`src/rtl/dadda_final_adder.sv`:
```
`default_nettype none
// ============================================================================
// Module : dadda_final_adder (with HA / csa_dadda cells)
// Brief  : Two-stage valid/ready carry-propagate adder for Dadda residual rows
// Rev    : 1.0
// ============================================================================

module HA (
  input  logic a,
  input  logic b,
  output logic s,
  output logic c
);
  assign s = a ^ b;
  assign c = a & b;
endmodule

module csa_dadda (
  input  logic a,
  input  logic b,
  input  logic ci,
  output logic s,
  output logic co
);
  assign s  = a ^ b ^ ci;
  assign co = (a & b) | (a & ci) | (b & ci);
endmodule

module dadda_final_adder #(
  parameter int W = 16
) (
  input  logic         clk,
  input  logic         rst_n,
  input  logic         in_valid,
  output logic         in_ready,
  input  logic [W-1:0] row_a,
  input  logic [W-1:0] row_b,
  output logic         out_valid,
  input  logic         out_ready,
  output logic [W-1:0] prod,
  output logic         cout
);
  localparam int c_half = W / 2;

  logic                r_s1_valid;
  logic [c_half-1:0]   r_lo_sum;
  logic                r_c_mid;
  logic [c_half-1:0]   r_a_hi;
  logic [c_half-1:0]   r_b_hi;
  logic                r_out_valid;
  logic [W-1:0]        r_prod;
  logic                r_cout;

  logic [c_half-1:0]   w_lo_sum;
  logic [c_half-1:0]   w_lo_c;
  logic [c_half-1:0]   w_hi_sum;
  logic [c_half:0]     w_hi_c;
  logic                w_s1_load;
  logic                w_s2_load;

  // Low half: half adder on bit 0, full-adder ripple above it.
  HA u_lo_ha (
    .a (row_a[0]),
    .b (row_b[0]),
    .s (w_lo_sum[0]),
    .c (w_lo_c[0])
  );

  generate
    for (genvar i = 1; i < c_half; i++) begin : g_lo
      csa_dadda u_fa (
        .a  (row_a[i]),
        .b  (row_b[i]),
        .ci (w_lo_c[i-1]),
        .s  (w_lo_sum[i]),
        .co (w_lo_c[i])
      );
    end
  endgenerate

  assign w_hi_c[0] = r_c_mid;

  generate
    for (genvar j = 0; j < c_half; j++) begin : g_hi
      csa_dadda u_fa (
        .a  (r_a_hi[j]),
        .b  (r_b_hi[j]),
        .ci (w_hi_c[j]),
        .s  (w_hi_sum[j]),
        .co (w_hi_c[j+1])
      );
    end
  endgenerate

  // S1 may refill in the same cycle it hands off to S2, so no bubble.
  assign w_s2_load = r_s1_valid && (!r_out_valid || out_ready);
  assign in_ready  = !r_s1_valid || w_s2_load;
  assign w_s1_load = in_valid && in_ready;

  always_ff @(posedge clk or negedge rst_n) begin
    if (!rst_n) begin
      r_s1_valid  <= 1'b0;
      r_lo_sum    <= '0;
      r_c_mid     <= 1'b0;
      r_a_hi      <= '0;
      r_b_hi      <= '0;
      r_out_valid <= 1'b0;
      r_prod      <= '0;
      r_cout      <= 1'b0;
    end else begin
      r_s1_valid  <= w_s1_load || (r_s1_valid && !w_s2_load);
      r_out_valid <= w_s2_load || (r_out_valid && !out_ready);
      if (w_s1_load) begin
        r_lo_sum <= w_lo_sum;
        r_c_mid  <= w_lo_c[c_half-1];
        r_a_hi   <= row_a[W-1:c_half];
        r_b_hi   <= row_b[W-1:c_half];
      end
      if (w_s2_load) begin
        r_prod <= {w_hi_sum, r_lo_sum};
        r_cout <= w_hi_c[c_half];
      end
    end
  end

  assign out_valid = r_out_valid;
  assign prod      = r_prod;
  assign cout      = r_cout;

endmodule
`default_nettype wire

```
`config.mk`:
```
export PLATFORM = sky130hd
export DESIGN_NAME = dadda_final_adder
export DESIGN_NICKNAME = d
export VERILOG_FILES = /design/src/rtl/dadda_final_adder.sv
export SDC_FILE = /design/constraint.sdc
export NUM_CORES = 1
export LEC_CHECK = 0
export ABC_AREA = 1
export ABC_CLOCK_PERIOD_IN_PS = 4200
export CAP_MARGIN = 20
export CORE_MARGIN = 3
export CORE_UTILIZATION = 48
export CTS_BUF_LIST = sky130_fd_sc_hd__clkbuf_4 sky130_fd_sc_hd__clkbuf_8 sky130_fd_sc_hd__clkbuf_16
export DETAILED_ROUTE_END_ITERATION = 10
export PLACE_DENSITY = 0.77
export SYNTH_ARGS = -nofsm -noshare
export SYNTH_HDL_FRONTEND = slang
export SYNTH_HIERARCHICAL = 1
export SYNTH_SLANG_ARGS = --single-unit
```
`constraint.sdc`:
```
create_clock -name clk -period 4.2 [get_ports clk]
set_input_delay 0.84 -clock clk [delete_from_list [all_inputs] [get_ports clk]]
set_output_delay 0.84 -clock clk [all_outputs]
set_load 0.005 [all_outputs]
```
==> results.yml, run 1 <==
floorplan:
  coreArea_um2: 4090
  die_w_um: 71.9
  die_area_um2: 5170
  die_h_um: 71.9
  floorplan.rows: 23
  start_util_pct: 51.0
  io_pins: 55
synthesis:
  synth_nets: 258
  yosys_warnings: 6
  yosys.area.top_type_share_pct: 52.9
  ys_top_cells_by_area: "dfrtp_1 53%, nand2_1 15%, fa_1 14%"
  syn_area_um2: 2080
  synth_top_area_cell: "dfrtp_1"
  synth_seq_cells: 44
  netlist_instances: 206
  syn_avg_cell_area_um2: 10.1
  ys_types: 12
  yosysSeqAreaShare_pct: 52.9
drt:
  avgViaCountPerCell: 4.93
  m1WireLength_mm: 1.97
  drtIter0Drc: 111
  drtPass1Iterations: 4
  route.detailed.wl_per_inst_um: 13.5
  drc: 0
  num_vias: 1514
  drt-total-wl_mm: 4.14
  antenna_left: 0
  dr_wl_met2_mm: 1.94
  top_layer: "met4"
  met3_length_um: 175
hold_path:
  holdPathStages: 2
  min_path_type: "reg2reg"
critical_path:
  arrival_ps: 4280
  cp_slowest_cell: "fa_1"
  path_cells: "clkdlybuf4s50_1 > ha_1 > fa_1 > fa_2 > fa_1 > fa_2 > fa_2 > fa_2 > fa_1 > nand3_1 > nand2_1"
  critical_path_required_ps: 4430
  start_kind: "input pin"
  path_max_fanout: 1
  crit_path_frequent_cell: "fa_2"
  cpPeakStageDelay_ps: 480
  ff2ff_path_depth: 10
  crit_type: "in2reg"
  setup.worst_path.end_class: "register"
finish:
  layout_commonest_cell: "nand2_1"
  fillers: 332
  antenna_cells: 0
  layout_common_cells: "86 x nand2_1, 53 x clkdlybuf4s50_1, 44 x dfrtp_1, 42 x nand3_1, 11 x fa_1"
  area_delta_synth_final_pct: 31.2
  drive_above_1_share_pct: 6.61
  fin_cells: 307
  final_nets: 308
sta:
  max_freq_ghz: 0.247
  tightest_slew_ps: 1000
  slew_viol_final: 0
  hold_viol: 0
  period_share_pct: 96.5
  rsz0062_at_grt: "false"
  relSlewSlack_pct: 33.0
  post-route-min-period_ps: 4050
  setup_slack_ps: 147
  clock_skew_ps: 9.05
  setup_viol: 0
placement:
  place_ws_ps: -330
  place_inst: 299
  gp_congestion: 0.766
  place_hpwl_mm: 2.98
  portBuffers: 54
pwr:
  power.leakage_nw: 1.33
  ir_drop_mv: 0.283
  power_density_nw_per_um2: 457
global_routing:
  grt_pass1_vias: 1530
  grtUsageTotal_pct: 17.9
  grt-ovfl-total: 0
  grt_pass1_wl_mm: 7.14
  antenna_found_initial: 0
  grt_max_degree: 45
cts:
  clk_latency_ps: 290
  clkTransAtPathRegs_ps: 80
  clock-sinks: 44
  cts_buffers: 5
  cts_max_level: 2
  clockBufferDepth: 2
  cts_tree: "built"
  postCtsHoldBufs: 0
  cts-root-buf: "clkbuf_8"
status:
  status: "finished, final reports clean"
run:
  cap_violations: 0
[routing by layer]
layer	up-vias	global-route usage, %
met4	0	4.38
met5	-	0
met2	44	28.5
li1	752	-
met3	7	4.21
met1	711	25.2
[final cells by class]
cell class	instances	area (µm²)	share of cell area (%)
multi-input cells	148	902	33.0
well taps	50	62.6	2.29
clock inverters	2	38.8	1.42
flip-flops and latches	44	1100	40.3
inverters	3	11.3	0.412
clock buffers	6	82.6	3.02
repair buffers	54	536	19.6
[registers in the layout, summed over array words and instances (netlist names)]
name / count
cout: 1
r_a_hi: 8
out_valid: 1
r_b_hi: 8
r_lo_sum: 8
prod: 16
r_s1_valid: 1
r_c_mid: 1
[report_power, final]
| group | leakage, nW | internal, mW | switching, mW |
|---|---|---|---|
| Clock | 0.0614 | 0.194 | 0.139 |
| Sequential | 0.540 | 0.515 | 0.0624 |
| Combinational | 0.732 | 0.195 | 0.143 |
| Total | 1.33 | 0.904 | 0.345 |
[path summary, 6_finish.rpt]
check	slack [ps]	startpoint	endpoint
max in group asynchronous	2920	rst_n	prod[14]
setup reg to reg	200	r_a_hi[0]	prod[15]
min in group asynchronous	700	rst_n	prod[4]
hold reg to reg	470	prod[0]	prod[0]
setup / recovery	150	row_a[0]	r_lo_sum[7]
hold / removal	470	prod[0]	prod[0]
[synth_stat cells]
cell type / count
nand2_2: 1
nand3_1: 42
buf_2: 6
buf_4: 2
nand3_4: 1
nand2_1: 86
dfrtp_1: 44
nand2_4: 2
buf_6: 3
ha_1: 1
inv_1: 3
fa_1: 15
[through the flow]
step / hold WS, ps / setup TNS [ps] / util [%] / power, mW / area (µm²)
6_report: 471 / 0 / 66.9 / 1.25 / 2730
4_1_cts: 477 / 0 / 66.7 / 1.26 / 2730
2_1_floorplan: 443 / 0 / - / 0.734 / 2080
3_3_place_gp: 456 / -521 / 63.7 / 0.909 / 2600
5_1_grt: 489 / 0 / 66.9 / 1.33 / 2730
3_5_place_dp: 457 / -582 / 63.7 / 0.927 / 2600
[cells by family (layout without fill, tap and decap cells)]
| kind of cell | after synthesis | after routing | synth area share (%) |
|---|---|---|---|
| fa+ha+maj | 16 | 16 | 15.0 |
| simple gates | 132 | 132 | 27.8 |
| buf+inv | 14 | 65 | 4.32 |
| flops | 44 | 44 | 52.9 |
[worst max-delay path, delay by kind of cell]
kind,cells,cell delay (ps)
and+or+nand+nor,2,170
buffers and inverters,1,410
adders and majority gates,8,2850
[repair_timing]
action,4_1_cts,5_1_grt
gates resized for setup,1,3
pin swaps,0,0
endpoints found under the setup margin,1,2
setup buffers,0,0
Power figures use the tool's default switching activity.
==> inputs of run 2 (changes only) <==
--- a/config.mk
+++ b/config.mk
@@ -9,10 +9,12 @@
 export ABC_CLOCK_PERIOD_IN_PS = 4200
 export CAP_MARGIN = 20
 export CORE_MARGIN = 3
-export CORE_UTILIZATION = 48
+export CORE_UTILIZATION = 59
 export CTS_BUF_LIST = sky130_fd_sc_hd__clkbuf_4 sky130_fd_sc_hd__clkbuf_8 sky130_fd_sc_hd__clkbuf_16
 export DETAILED_ROUTE_END_ITERATION = 10
-export PLACE_DENSITY = 0.77
+export DONT_BUFFER_PORTS = 1
+export MAX_ROUTING_LAYER = met4
+export PLACE_DENSITY = 0.73
 export SYNTH_ARGS = -nofsm -noshare
 export SYNTH_HDL_FRONTEND = slang
 export SYNTH_HIERARCHICAL = 1
==> results.yml, run 2 (synthesis gave the netlist of run 1 again) <==
finish:
  fillers: 264
  regArea_um2: 1100
  multi_input_area_um2: 892
  layout_common_cells: "86 x nand2_1, 44 x dfrtp_1, 42 x nand3_1, 15 x fa_1, 6 x clkbuf_4"
  largest_register_ffs: 16
  area_delta_synth_final_pct: 2.70
  layout_commonest_cell: "nand2_1"
  antenna_cells: 0
  final_nets: 254
  drive_above_1_share_pct: 5.91
critical_path:
  crit_type: "reg2reg"
  start_kind: "register"
  path_max_fanout: 2
  crit_buf_inv: 0
  cp_top_family: "adder cells"
  crit_path_frequent_cell: "fa_1"
  arrival_ps: 4290
  path_cells: "fa_1 > fa_1 > fa_1 > fa_1 > fa_1 > fa_1 > fa_1 > fa_1 > nand3_1 > nand2_1"
  critical_path_required_ps: 4490
  setup.worst_path.end_class: "register"
  cp_slowest_cell: "fa_1"
  cpPeakStageDelay_ps: 500
cts:
  clockBufferDepth: 2
  postCtsSetupBuffers: 0
  cts-root-buf: "clkbuf_4"
  cts_max_level: 2
  cts_buffers: 5
  cts_resized: 0
  clkTransAtPathRegs_ps: 120
  postCtsHoldBufs: 0
  clk_latency_ps: 340
  clock-sinks: 44
  cts_tree: "built"
pwr:
  seq_power_share_pct: 57.6
  power_switching_mw: 0.301
  internal_power_mw: 0.726
  swShare_pct: 29.3
  power.leakage_nw: 1.11
  p_comb_share_pct: 17.4
  pwr-share-clk_pct: 25.0
  ir_drop_mv: 0.246
  p_total_mw: 1.03
  power_density_nw_per_um2: 480
status:
  status: "finished, final reports clean"
sta:
  slew_viol_final: 0
  fin_tns_setup_ps: 0
  tightest_slew_ps: 648
  post-route-min-period_ps: 4010
  period_share_pct: 95.4
  max_freq_ghz: 0.250
  clock_skew_ps: 10.2
  hold_viol: 0
  relSlewSlack_pct: 56.8
  setup_viol: 0
  rsz0062_at_grt: "false"
placement:
  portBuffers: 0
  gp_congestion: 0.759
  place_hpwl_mm: 2.67
floorplan:
  die_w_um: 65.4
  die_h_um: 65.4
  coreArea_um2: 3200
  io_pins: 55
  die_area_um2: 4280
  start_util_pct: 65.0
  floorplan.rows: 20
global_routing:
  grt_pass1_wl_mm: 6.20
  grt-ovfl-total: 0
  grtUsageTotal_pct: 19.4
  antenna_found_initial: 0
  grt_max_degree: 45
  grt_pass1_vias: 1361
hold_path:
  min_path_type: "in2async"
drt:
  num_vias: 1332
  antenna_left: 0
  drtIter0Drc: 87
  drc: 0
  avgViaCountPerCell: 5.39
  drtPass1Iterations: 4
  drt-total-wl_mm: 3.55
  route.detailed.wl_per_inst_um: 14.4
run:
  cap_violations: 0
==> run 2: path summary, 6_finish.rpt <==
kind / start / end / slack [ps] / cells after the start
worst max-delay path: r_a_hi[0] / prod[15] / 190 / 10
worst max register to register: r_a_hi[0] / prod[15] / 190 / 10
min in group clk: r_lo_sum[5] / r_lo_sum[5] / 500 / 2
worst min register to register: r_lo_sum[5] / r_lo_sum[5] / 500 / 2
worst min-delay path: rst_n / prod[1] / 170 / 0
max in group asynchronous: rst_n / r_lo_sum[6] / 3940 / 0
==> run 2: power groups by stage <==
stage	Clock [mW]	Sequential [mW]	Combinational (mW)
after detailed placement	0	0.602	0.181
after global routing	0.283	0.604	0.211
after global placement	0	0.597	0.171
final	0.257	0.591	0.178
after CTS	0.263	0.593	0.181
after floorplan	0	0.579	0.155
==> run 2: final cells by class <==
class                      instances  share of cell area, %
sequential                        44                   51.5
tap                               44                   2.57
clock inverter                     2                   1.64
inverter                           3                  0.526
multi-input combinational        148                   41.7
clock buffer                       6                   2.11
==> run 2: layer usage <==
layer  up-vias  global-route usage (%)  wire, µm
met5         -                       -         0
met4         0                    4.92        22
met3         4                    5.30       283
met2        55                    27.2      1550
met1       629                    28.5      1700
li1        644                       -         -
==> run 2: per-stage QoR <==
step | hold WS [ps] | instance area, µm² | utilization (%) | std cells | worst slack (ps)
floorplan | 443 | 2080 | - | 206 | 234
global placement | 462 | 2060 | 64.3 | 239 | 177
detailed placement | 467 | 2060 | 64.3 | 239 | 140
CTS | 166 | 2140 | 66.8 | 247 | 202
global route | 143 | 2140 | 66.8 | 247 | 80.4
finish | 172 | 2140 | 66.8 | 247 | 195
